## src/rtl/led_matrix_scanner.sv

```systemverilog
// Row-at-a-time scanner for an 8x8 matrix of 4-bit intensities: loads one row from the frame RAM
// into a line buffer, then shows it with 16-level PWM, followed by a short all-dark blanking gap.
module led_matrix_scanner #(
   parameter int unsigned TICK_DIV       = 64,
   parameter int unsigned BLANK_CYC      = 4,
   parameter bit          ROW_ACTIVE_LOW = 1'b0,
   parameter bit          COL_ACTIVE_LOW = 1'b0
) (
   input  logic       clk,
   input  logic       rst_n,
   input  logic       enable,
   input  logic [3:0] led_data,
   output logic [7:0] rd_row,
   output logic [7:0] rd_col,
   output logic       rd_active,
   output logic [7:0] row_sel,
   output logic [7:0] col_drv,
   output logic       frame_start
);

   localparam int unsigned CNT_MAX = (TICK_DIV > BLANK_CYC) ? TICK_DIV : BLANK_CYC;
   localparam int unsigned CW      = (CNT_MAX > 1) ? $clog2(CNT_MAX) : 1;

   localparam logic [CW-1:0] TICK_LAST  = CW'(TICK_DIV - 1);
   localparam logic [CW-1:0] BLANK_LAST = CW'(BLANK_CYC - 1);
   localparam logic [3:0]    SLOT_LAST  = 4'd14;
   localparam logic [2:0]    COL_LAST   = 3'd7;
   localparam logic [7:0]    ROW_OFF    = {8{ROW_ACTIVE_LOW}};
   localparam logic [7:0]    COL_OFF    = {8{COL_ACTIVE_LOW}};

   typedef enum logic [1:0] {
      S_IDLE,
      S_LOAD,
      S_DISPLAY,
      S_BLANK
   } state_t;

   state_t          state;
   state_t          state_nxt;
   logic [2:0]      row;
   logic [2:0]      col;
   logic [3:0]      slot;
   logic [CW-1:0]   cnt;
   logic [3:0]      line [8];
   logic [7:0]      row_sel_nxt;
   logic [7:0]      col_drv_nxt;
   logic            tick_done;
   logic            blank_done;

   assign tick_done  = (cnt == TICK_LAST);
   assign blank_done = (cnt == BLANK_LAST);

   // ---------------------------------------------------------------- state register
   always_ff @(posedge clk or negedge rst_n) begin
      if (!rst_n) begin
         state <= S_IDLE;
      end else begin
         state <= state_nxt;
      end
   end

   // ---------------------------------------------------------------- next-state logic
   always_comb begin
      state_nxt = state;
      if (!enable) begin
         state_nxt = S_IDLE;
      end else begin
         unique case (state)
            S_IDLE:    state_nxt = S_LOAD;
            S_LOAD:    if (col == COL_LAST) state_nxt = S_DISPLAY;
            S_DISPLAY: if (tick_done && slot == SLOT_LAST) state_nxt = S_BLANK;
            S_BLANK:   if (blank_done) state_nxt = S_LOAD;
            default:   state_nxt = S_IDLE;
         endcase
      end
   end

   // ---------------------------------------------------------------- row/col/slot/tick counters
   always_ff @(posedge clk or negedge rst_n) begin
      if (!rst_n) begin
         row  <= '0;
         col  <= '0;
         slot <= '0;
         cnt  <= '0;
      end else if (!enable) begin
         row  <= '0;
         col  <= '0;
         slot <= '0;
         cnt  <= '0;
      end else begin
         unique case (state)
            S_IDLE: begin
               row  <= '0;
               col  <= '0;
               slot <= '0;
               cnt  <= '0;
            end
            S_LOAD: begin
               col  <= col + 3'd1;
               slot <= '0;
               cnt  <= '0;
            end
            S_DISPLAY: begin
               if (tick_done) begin
                  cnt  <= '0;
                  slot <= (slot == SLOT_LAST) ? 4'd0 : slot + 4'd1;
               end else begin
                  cnt <= cnt + CW'(1);
               end
            end
            S_BLANK: begin
               if (blank_done) begin
                  cnt <= '0;
                  row <= row + 3'd1;
               end else begin
                  cnt <= cnt + CW'(1);
               end
            end
            default: begin
               row  <= '0;
               col  <= '0;
               slot <= '0;
               cnt  <= '0;
            end
         endcase
      end
   end

   // Only LOAD writes the line buffer, so RAM updates never tear a row mid-display
   always_ff @(posedge clk or negedge rst_n) begin
      if (!rst_n) begin
         for (int unsigned i = 0; i < 8; i++) begin
            line[i] <= '0;
         end
      end else if (enable && state == S_LOAD) begin
         line[col] <= led_data;
      end
   end

   // ---------------------------------------------------------------- output decode
   always_comb begin
      rd_row      = '0;
      rd_col      = '0;
      rd_active   = 1'b0;
      frame_start = 1'b0;
      row_sel_nxt = '0;
      col_drv_nxt = '0;
      unique case (state)
         S_LOAD: begin
            rd_row      = 8'd1 << row;
            rd_col      = 8'd1 << col;
            rd_active   = 1'b1;
            frame_start = (row == 3'd0) && (col == 3'd0);
         end
         S_DISPLAY: begin
            row_sel_nxt = 8'd1 << row;
            for (int unsigned c = 0; c < 8; c++) begin
               col_drv_nxt[c] = (line[c] > slot);
            end
         end
         default: begin
            row_sel_nxt = '0;
            col_drv_nxt = '0;
         end
      endcase
   end

   // Pin registers: drive levels lag the state by one cycle, with polarity folded in here
   always_ff @(posedge clk or negedge rst_n) begin
      if (!rst_n) begin
         row_sel <= ROW_OFF;
         col_drv <= COL_OFF;
      end else begin
         row_sel <= row_sel_nxt ^ ROW_OFF;
         col_drv <= col_drv_nxt ^ COL_OFF;
      end
   end

endmodule

```

## config.mk

```make
export PLATFORM = sky130hd
export DESIGN_NAME = led_matrix_scanner
export DESIGN_NICKNAME = d
export VERILOG_FILES = /design/src/rtl/led_matrix_scanner.sv
export SDC_FILE = /design/constraint.sdc
export NUM_CORES = 1
export LEC_CHECK = 0
export ABC_AREA = 1
export BUFFER_PORTS_ARGS = -buffer_cell sky130_fd_sc_hd__buf_2
export CELL_PAD_IN_SITES_DETAIL_PLACEMENT = 1
export CELL_PAD_IN_SITES_GLOBAL_PLACEMENT = 1
export CORE_AREA = 5 5 87 110
export DETAILED_ROUTE_END_ITERATION = 7
export DIE_AREA = 0 0 92 115
export PLACE_DENSITY_LB_ADDON = 0.25
export SLEW_MARGIN = 10
export SYNTH_ARGS = -nofsm -noshare
export SYNTH_HDL_FRONTEND = slang
export SYNTH_SLANG_ARGS = --single-unit
```

## constraint.sdc

```tcl
create_clock -name clk -period 1.7 [get_ports clk]
set_input_delay 0.255 -clock clk [delete_from_list [all_inputs] [get_ports clk]]
set_output_delay 0.255 -clock clk [all_outputs]
set_load 0.02 [all_outputs]
```

* Yosys cells after proc, flatten, opt, wreduce, memory -nomap -nowiden
Cells that the tools add are included.
** Storage, ports and cells
- Input port bits :: 7
- Logic and storage cells :: 84
- Register bits :: 66
** Cells by class
- Equal/unequal tests :: 14
- Shift operators :: 2
- Reduce and logical (&&, ||, !) cells :: 11
- Multiplexer cells :: 27
- Magnitude comparators :: 10
- Bitwise operators :: 1
- Add/subtract/negate cells :: 4
** Operators by type and width (number)
- $bwmux W32 :: 1
- $gt A4 B4 Y1 :: 8
- $mux W8 :: 4
- $mux W6 :: 3
- $pmux W6 S3 :: 1
- $mux W4 :: 4
- $shl A1 B3 Y8 const A :: 2
- $demux W4 S3 :: 1
- $ne A3 B3 Y1 const B :: 4
- $pmux W3 S2 :: 2
- $mux W3 :: 3
- $mux W2 :: 4
- $pmux W2 S4 :: 1
- $pmux W4 S2 :: 1
- $add A3 B1 Y3 const B :: 2
- $add A6 B1 Y6 const B :: 1
- $eq A6 B2 Y1 const B :: 1
- $eq A6 B6 Y1 const B :: 1
- $logic_not A3 Y1 :: 2
- $ne A3 B1 Y1 const B :: 2
- $add A4 B1 Y4 const B :: 1
- $eq A2 B2 Y1 const B :: 2
- $eq A4 B4 Y1 const B :: 1
- $ge A4 B4 Y1 const B :: 1
- 11 further kinds :: 16

* Logic depth before layout (Yosys ltp)
- Depth after elaboration :: 6
- Depth in mapped cells :: 9

* Worst setup path before layout
OpenSTA, ideal clock, no wires.
- Path kind :: register to output
- Start point :: reg state[1]
- End point :: out frame_start
- Stages on the path, launching flop included :: 6
- Data arrival time :: 1.680 ns
- Buffers on the path :: 1
- Path slack :: -0.235 ns
- Path through :: dfrtp_1 -> inv_1 -> ha_1 -> buf_6 -> inv_1 -> nor4_1
** Between the ends
- Longest elaborated chain between the ends :: 2
** RTL lines
- start, declared :: line 38 : state_t state;
- start signal, assigned :: line 58 : state <= state_nxt;
- $eq A2 B1 Y1 :: line 148 : unique case (state)
- $mux W1 :: line 148
- end, declared :: line 18 : output logic frame_start
No other way between the ends.

* Worst setup path in the final report
Ends and elaborated chain as after synthesis.

==> impl_results.md <==
* First-pass GRT wire length at ~18000 um
* Seq pwr share at 36.6%
* First-pass iteration count of the detailed router at 5
* Power, Total at about 5300 uW
* Final Cell Area at 4810 sq um
* Nets at around 550
* Reg-to-Reg End: state[1]$_DFFE_PN0P_
* Cells after synthesis at between 400 and 500
* Top cells by area, synth: dfrtp_1 (45%), ha_1 (17%), nand2_1 (9.0%)
* Post-synth ARST share at 100%
* Worst-path clk slew at approximately 70 ps
* Mean area per synthesized cell at just under 9 sq um
* Filler Cells Inserted at 958
* Final period utilization at 106%
* Hold path startpoint: enable
* Die Width at around 92 um
* Outcome: complete, but fails checks
* Internal power at 3210 uW
* # port buffers at 40
* Detailed Route Iter0 Violations at about 110
* Worst hold path type: primary input to flop
* Io pins at 41
* Slew @ Worst Pin at 369 ps
* Cell taking the most area after synthesis: dfrtp_1
* CORE AREA at 8460 sq um
* DRT Wirelength at 11200 um
* Yosys warning total at 0
* Tot GR Track Use at a little under a quarter
* DP HPWL at 7240 um
* Crit path launch type: flop
* Clk_lat worst skew at ~360 ps
* Post-synthesis register bit count at 66
* Diodes inserted at 0
* Post-Syn Area at around 3700 sq um
* CP Class: flop to output port
* Row cnt at 38
* CTS tree: built
* Layout Skew at 9.82 ps
* PD cells at approximately 1100 nW/um^2
* Critical path required time at 1440 ps
* F_max at between 0.5 and 0.6 GHz
* Clk buf depth at 2
* Reg2reg start: state[0]$_DFFE_PN0P_
* Max-Cap Viols at 0
* Worst vdd ir at slightly below 600 uV
* Via count at about 3300
* Clock Power Share at 21.5%
* Count leader, synth: nand2_1
* Fin util at 56.8%
* Failing checks: negative setup slack
* Sw Share at about two fifths
* R2R setup slack at about 80 ps
* Hold Path Depth at 3
* Post-synthesis net count at ~480
* Endpoints failing hold at 0
* Final Setup Violations at 16
* Largest net degree at the start of global routing at 67
* TNS Setup at -685 ps
* Vias in the first global route at between 3000 and 4000
* CTS H-tree depth at 3
* P&R area growth vs syn at 30.5%
* RSZ-0062 raised after global routing: yes
* CP arrival at 1540 ps
* Netlist cell types at 28
* Switching pwr at a little over 2000 uW
* Max FO, Critical Path at 5
* WL/cell at 18.6 um
* Share of layout cells above drive strength 1 at ~29%
* Comb pwr share at between 40% and 50%
* Clk root buf: clkbuf_8
* Die H at ~120 um
* Overflow after GRT at 0
* Final ANT Viol Nets at 0
* Die Area at 10600 sq um
* # clock sinks at 66
* Number of vias per cell at approximately 5.4
* Sequential fraction of the synthesis area at around 45%
* Post-DP Area at 4250 sq um
* Final Wtd Congestion at roughly 0.8
* Initial antenna violation count at 0
* Final min period at between 1500 and 2000 ps
* Synth Flop Type: dfrtp_1
* Fin. max-slew vios at 0
* Total CTS buffers at 9
* Reg2Reg Depth at 7
* Pleak at between 0.002 and 0.0025 uW
* Yosys top cell area share at about 45%
* Initial cell density of the core at a little over two fifths
* Worst min-delay path endpoint: slot[3]$_DFFE_PN0P_
* EDFF count, synth at 0
* Crit. End Element: output port
* Drc violations at 0
* Setup ws final at -95.7 ps
* Relative slew slack at 75.4%
* Post-synth top cells: nand2_1 (88), dfrtp_1 (66), ha_1 (51), inv_1 (50), o21ai_0 (41)
stage by stage:
| stage | worst slack, ps | hold slack (ps) | instances |
|---|---|---|---|
| after floorplan | -6.07 | -40.6 | 417 |
| after global placement | 140 | 304 | 567 |
| after detailed placement | 98.8 | 307 | 567 |
| after CTS | -78.8 | 286 | 594 |
| after global routing | -164 | 312 | 599 |
| final | -95.7 | 288 | 599 |
cell usage in the layout (no fill, tap or decap), types with 4 or more instances in the layout:
| cell type | n |
|---|---|
| a21oi_1 | 18 |
| buf_12 | 4 |
| buf_2 | 23 |
| buf_4 | 21 |
| buf_6 | 23 |
| clkbuf_8 | 9 |
| clkinv_2 | 5 |
| dfrtp_1 | 65 |
| ha_1 | 40 |
| ha_4 | 8 |
| inv_1 | 36 |
| inv_2 | 16 |
| nand2_1 | 82 |
| nand2_2 | 5 |
| nand2_4 | 4 |
| nand3_1 | 14 |
| nand4_1 | 5 |
| nor2_1 | 26 |
| nor2_4 | 4 |
| nor3_1 | 8 |
| nor3_4 | 9 |
| o211ai_1 | 4 |
| o21ai_0 | 40 |
| o21ai_1 | 6 |
worst max-delay path by stage:
stage | startpoint | endpoint | slack (ps)
after floorplan | state[1]$_DFFE_PN0P_ | rd_row[4] | -6
after global placement | state[1]$_DFFE_PN0P_ | rd_col[4] | 140
after detailed placement | state[1]$_DFFE_PN0P_ | rd_row[6] | 100
after CTS | row[1]$_DFFE_PN0P_ | frame_start | -80
after global routing | state[1]$_DFFE_PN0P_ | frame_start | -160
final | state[1]$_DFFE_PN0P_ | frame_start | -100
area by class of cell:
type	count	area (sq um)	area share [%]
Sequential cell	66	1650	34.4
Inverter	55	215	4.47
Clock buffer	11	131	2.73
Clock inverter	4	20.0	0.416
Multi-Input combinational cell	291	2040	42.5
Tap cell	100	125	2.60
Timing Repair Buffer	72	622	12.9
state kept, by name, summed over array words and instances, names as in the netlist:
| register | count |
|---|---|
| line | 32 |
| col_drv | 8 |
| row_sel | 8 |
| cnt | 6 |
| slot | 4 |
| col | 3 |
| row | 3 |
| state | 2 |
metal layers:
metal  wire, um  GRT usage (%)  part of all wire [%]  vias up
li1           -              -                     -     1530
met1       4190           23.7                    38     1616
met2       6210           42.1                    56       74
met3        414           5.43                   3.7       31
met4        342           11.6                   3.1        0
met5          0              0                     0        -
logic make-up after synthesis:
| group | after synthesis | synth area share (%) |
|---|---|---|
| xor+xnor | 4 | 0.951 |
| fa+ha+maj | 51 | 17.3 |
| compound gates | 73 | 10.6 |
| simple gates | 163 | 19.7 |
| flops | 66 | 44.8 |
| buf+inv | 60 | 6.69 |
repair_timing:
action	4_1_cts	5_1_grt
resized for setup	73	14
pin swaps	7	5
endpoints found under the setup margin	18	19
hold endpoints to repair	66	0
buffers inserted	11	5
hold buffers	1	0
worst max-delay path, cell delays in order, from the launching register on:
cell and delay [ps]:
dfrtp_1 400, inv_2 80, ha_4 170, inv_6 60
nor4_4 270, buf_4 190
power by group through the flow:
stage          clock network (uW)  logic (uW)  registers [uW]
2_1_floorplan                   0        1230            1980
3_5_place_dp                    0        1870            1950
6_report                     1130        2210            1930
4_1_cts                      1160        2060            1930
5_1_grt                      1240        2450            1950
3_3_place_gp                    0        1770            1940
Power figures use the tool's default switching activity.
